--- src/rtl/fetch_pkg.sv ---
// Shared widths, constants and the fetch queue entry type for the IF stage.
package fetch_pkg;
  localparam int PC_W    = 32;
  localparam int INSTR_W = 32;
  localparam logic [INSTR_W-1:0] NOP_INSTR = 32'h0000_0013;
  localparam logic [PC_W-1:0]    PC_STEP   = 32'd4;

  typedef struct packed {
    logic [PC_W-1:0]    pc;
    logic [INSTR_W-1:0] instr;
  } fetch_entry_t;
endpackage

--- src/rtl/fetch_queue.sv ---
// Synchronous FIFO of fetch entries: a write is visible at the head after the same edge.
// Push and pop may occur together when full. Clear empties the queue and wins over push and pop.
module fetch_queue
  import fetch_pkg::*;
#(
  parameter int DEPTH = 2
) (
  input  logic         clk,
  input  logic         rst_n,
  input  logic         push,
  input  logic         pop,
  input  logic         clear,
  input  fetch_entry_t din,
  output fetch_entry_t head,
  output logic         valid,
  output logic         full
);
  localparam int AW = $clog2(DEPTH);
  localparam logic [AW:0] FULL_CNT = (AW+1)'(DEPTH);

  logic [AW-1:0] rd_ptr;
  logic [AW-1:0] wr_ptr;
  logic [AW:0]   count;
  logic          do_push;
  logic          do_pop;
  fetch_entry_t  mem [DEPTH];

  assign valid   = (count != '0);
  assign full    = (count == FULL_CNT);
  assign do_pop  = pop & valid & ~clear;
  // A pop frees the head slot in the same edge, so a full queue can still take a write.
  assign do_push = push & (~full | do_pop) & ~clear;
  assign head    = mem[rd_ptr];

  always_ff @(posedge clk or negedge rst_n) begin
    if (!rst_n) begin
      rd_ptr <= '0;
      wr_ptr <= '0;
      count  <= '0;
    end else if (clear) begin
      rd_ptr <= '0;
      wr_ptr <= '0;
      count  <= '0;
    end else begin
      if (do_push) wr_ptr <= wr_ptr + 1'b1;
      if (do_pop)  rd_ptr <= rd_ptr + 1'b1;
      if (do_push && !do_pop)      count <= count + 1'b1;
      else if (!do_push && do_pop) count <= count - 1'b1;
    end
  end

  always_ff @(posedge clk) begin
    if (do_push) mem[wr_ptr] <= din;
  end
endmodule

--- src/rtl/fetch_stage.sv ---
// IF stage: PC register plus fetch queue; a fetched word reaches the head one edge later, and the queue stalls fetch when full.
// FETCH_PERF_EN adds saturating redirect and stall counters. A redirect flushes the queue regardless of stall.
module fetch_stage
  import fetch_pkg::*;
#(
  parameter logic [PC_W-1:0] RESET_PC = 32'h0000_0000,
  parameter int              DEPTH    = 2
) (
  input  logic               clk_i,
  input  logic               rst_i,
  input  logic               stall_i,
  input  logic               redirect_i,
  input  logic [PC_W-1:0]    redirect_pc_i,
  output logic [PC_W-1:0]    imem_addr_o,
  input  logic [INSTR_W-1:0] imem_data_i,
  output logic               valid_o,
  output logic [PC_W-1:0]    pc_o,
  output logic [INSTR_W-1:0] instr_o
`ifdef FETCH_PERF_EN
  ,
  output logic [31:0]        redirect_cnt_o,
  output logic [31:0]        stall_cnt_o
`endif
);
  logic [PC_W-1:0] pc_q;
  logic            push;
  logic            pop;
  logic            full;
  logic            head_valid;
  fetch_entry_t    head;
  fetch_entry_t    fetched;

  assign imem_addr_o   = pc_q;
  assign fetched.pc    = pc_q;
  assign fetched.instr = imem_data_i;
  assign pop  = head_valid & ~stall_i;
  assign push = ~redirect_i & (~full | pop);

  always_ff @(posedge clk_i or negedge rst_i) begin
    if (!rst_i)          pc_q <= RESET_PC;
    else if (redirect_i) pc_q <= redirect_pc_i;
    else if (push)       pc_q <= pc_q + PC_STEP;
  end

  fetch_queue #(.DEPTH(DEPTH)) u_queue (
    .clk   (clk_i),
    .rst_n (rst_i),
    .push  (push),
    .pop   (pop),
    .clear (redirect_i),
    .din   (fetched),
    .head  (head),
    .valid (head_valid),
    .full  (full)
  );

  // Empty queue presents a NOP at PC 0 so ID never sees stale storage.
  assign valid_o = head_valid;
  assign pc_o    = head_valid ? head.pc    : '0;
  assign instr_o = head_valid ? head.instr : NOP_INSTR;

`ifdef FETCH_PERF_EN
  always_ff @(posedge clk_i or negedge rst_i) begin
    if (!rst_i) begin
      redirect_cnt_o <= '0;
      stall_cnt_o    <= '0;
    end else begin
      if (redirect_i && redirect_cnt_o != 32'hFFFF_FFFF)
        redirect_cnt_o <= redirect_cnt_o + 32'd1;
      if (head_valid && stall_i && stall_cnt_o != 32'hFFFF_FFFF)
        stall_cnt_o <= stall_cnt_o + 32'd1;
    end
  end
`endif
endmodule

--- config.mk ---
export PLATFORM = sky130hd
export DESIGN_NAME = fetch_stage
export DESIGN_NICKNAME = d
export VERILOG_FILES = /design/src/rtl/fetch_pkg.sv /design/src/rtl/fetch_queue.sv /design/src/rtl/fetch_stage.sv
export SDC_FILE = /design/constraint.sdc
export NUM_CORES = 1
export LEC_CHECK = 0
export ABC_AREA = 1
export BUFFER_PORTS_ARGS = -buffer_cell sky130_fd_sc_hd__buf_2
export CAP_MARGIN = 25
export CORE_ASPECT_RATIO = 0.9
export CORE_MARGIN = 2
export CORE_UTILIZATION = 40
export CTS_CLUSTER_DIAMETER = 40
export CTS_CLUSTER_SIZE = 25
export DETAILED_ROUTE_END_ITERATION = 10
export GPL_ROUTABILITY_DRIVEN = 0
export PLACE_DENSITY = 0.67
export SYNTH_ARGS = -nofsm -noshare
export SYNTH_HDL_FRONTEND = slang
export SYNTH_SLANG_ARGS = --single-unit
--- constraint.sdc ---
create_clock -name clk_i -period 4.18 [get_ports clk_i]
set_input_delay 0.836 -clock clk_i [delete_from_list [all_inputs] [get_ports clk_i]]
set_output_delay 0.836 -clock clk_i [all_outputs]
set_load 0.01 [all_outputs]
==> flow_summary.ini <==
[status]
status = finished clean

[logic_synthesis]
yosys.cell_types.count = 31
synth_warnings = 0
syn_inst = 724
synthFlopType = edfxtp_1
syn_nets = 793
synthTopCellsByCount = 287 x nand2_1, 128 x edfxtp_1, 66 x a21oi_1
synth_largest_area_cell = edfxtp_1
synth.most_common_cell = nand2_1
synth_edf_count = 128
ys_ff_latch = 164
synthesis.area_um2 = 7203
ys_top_cells_by_area = edfxtp_1 53%, nand2_1 15%, dfrtp_1 13%, a21oi_1 4.6%, nor2_1 3.0%
synth_top_area_frac = 0.5336
ys_seq_area_frac = 0.6587
synthArstFlopShare = 0.2195
avgSynthCellArea_um2 = 9.949

[floorplan]
chipWidth_um = 145.5
fp-row-count = 46
start_util = 0.4090
die_y_um = 131.3
die_area_um2 = 19100
fp.coreArea_um2 = 17610
num_io_pins = 165

[cells_and_area]
fillers = 1642
fin_util = 0.5034
drive_gt1_frac = 0.2503
layout.nets = 955
synthToLayoutAreaGrowth_pct = 23.08
antennaDiodeCount = 0

[global_routing]
grt_overflow_total = 0
grt_max_degree = 66
antenna_found_initial = 0
grt_pass1_vias = 5245
grt_first_pass_wirelength_um = 27950
grt_usage = 0.1873

[worst_setup_path]
critPathKind = reg -> out
cp-end-kind = output port
cp.required_ns = 3.34
arrival_ns = 2.22
crit_fanout = 51
critPathLaunchType = register

[sta]
slew-limit-headroom = 0.3844
finalSetupViolCount = 0
fin_crit_ns = 3.051
hold_viol = 0
tightest_slew_ns = 0.9234
slew_violations = 0
rsz0062_at_grt = no
fmax_mhz = 327.7
fin_crit_sh = 0.7300
fin_skew_ns = 0.007020
finalSetupTns_ns = 0

[clocking]
cts.sinks = 164
root_buffer = clkbuf_16
cts_setup_buffers = 0
insertion_delay_ns = 0.42
path_clk_slew_ns = 0.06
cts_tree = yes
htreeDepth = 4
cts_made_buffers = 17
ctsResizeCount = 0
cts_hold_buf = 0
clock_path_buffers = 2

[power]
pwr-share-clk = 0.368
power_frac_comb = 0.136
powerDensity_nw_per_um2 = 456.6
internal-power_mw = 2.980
swShare = 0.2639
ir_drop_uv = 332.8
switchingPower_mw = 1.068
leakagePower_nw = 3.771
power_frac_seq = 0.496

[drt]
post-route-drc-count = 0
dr.first_iter.drc_count = 308
ant_nets = 0
vias_per_cell = 4.869
first_pass_iters = 5
wire_per_inst_um = 15.61
vias = 5546
wirelength_um = 17780

[flow_run]
drv_cap = 0

[place]
dp_hpwl_um = 12030
io_buffers = 164

[hold_path]
hold_path.class = in -> async
[kinds of logic (layout without fill, tap and decap cells)]
group | after synthesis | in the layout | synth area share
flip-flops | 164 | 164 | 0.6587
AO/OA/AOI/OAI | 82 | 82 | 0.05993
buffers and inverters | 61 | 236 | 0.03352
AND/OR/NAND/NOR | 406 | 406 | 0.2340
XOR/XNOR | 10 | 10 | 0.01216
adder cells (fa/ha/maj) | 1 | 1 | 0.001737
[per-layer routing]
layer	wire length, um	global-route usage	up-vias
li1	-	-	2736
met1	8318	0.2647	2610
met2	8285	0.2930	189
met3	1029	0.04410	11
met4	148	0.04739	0
met5	0	0	-
[layout make-up]
type	instances	area, um^2	area share
repair buffers	171	885.9	0.09992
inverters	33	123.9	0.01397
clock buffers	21	440.4	0.04968
clock inverters	11	130.1	0.01468
flip-flops and latches	164	4746	0.5353
multi-input cells	499	2240	0.2526
well taps	240	300.3	0.03387
[registers in the layout, indices dropped and copies added, names as in the netlist]
name,cells
u_queue.mem,128
u_queue.count,2
imem_addr_o,32
u_queue.wr_ptr,1
u_queue.rd_ptr,1
[power groups by stage]
stage / registers (mW) / clock network [mW] / logic (mW)
2_1_floorplan: 2.02 / 0 / 0.306
3_3_place_gp: 2.04 / 0 / 0.550
3_5_place_dp: 2.04 / 0 / 0.556
4_1_cts: 2.01 / 1.53 / 0.558
5_1_grt: 2.02 / 1.59 / 0.612
6_report: 2.01 / 1.49 / 0.550
[placed cells by master, fill, tap and decap left out, drive strengths merged]
master,synthesis,final
xor2,8,8
nand3,37,37
o21bai,1,1
a31oi,1,1
bufinv,0,2
xnor2,2,2
o21a,1,1
nor3b,1,1
o21ai,7,7
clkinv,0,3
nand4,2,2
dfrtp,36,36
edfxtp,128,128
clkinvlp,0,4
buf,18,171
a211oi,1,1
nand2,294,294
a21boi,1,1
nor2,68,68
a21oi,66,66
ha,1,1
inv,33,35
nor3,4,4
clkbuf,10,21
o211ai,4,4
[critical path: stages (launching register included)]
cell	delay, ns
dfrtp_2	0.40
inv_2	0.64
buf_4	0.34
nand2_1	0.08
a21oi_1	0.14
buf_2	0.15
[metrics by stage]
step	worst slack [ns]	cell area, um^2	hold slack, ns	total power, mW	cells
floorplan	0.9856	7208	0.5253	2.329	724
global route	0.9440	8866	0.5354	4.224	1139
global placement	1.502	8295	0.5207	2.587	1107
finish	1.129	8866	0.5221	4.048	1139
CTS	1.089	8866	0.5313	4.095	1139
detailed placement	1.470	8295	0.5188	2.597	1107
[path summary, 6_finish.rpt]
kind | from | to | slack [ns] | cells after the start
max reg2reg | u_queue.count[1] | u_queue.mem[0][48] | 2.25 | 6
min | rst_i | imem_addr_o[25] | 0.52 | 1
max | u_queue.rd_ptr | instr_o[12] | 1.13 | 5
min reg2reg | imem_addr_o[0] | u_queue.mem[1][32] | 0.53 | 0
min in group clk_i | imem_addr_o[0] | u_queue.mem[1][32] | 0.53 | 0
max in group asynchronous | rst_i | u_queue.rd_ptr | 3.07 | 1
No activity file was read; power rests on OpenSTA's default activity.
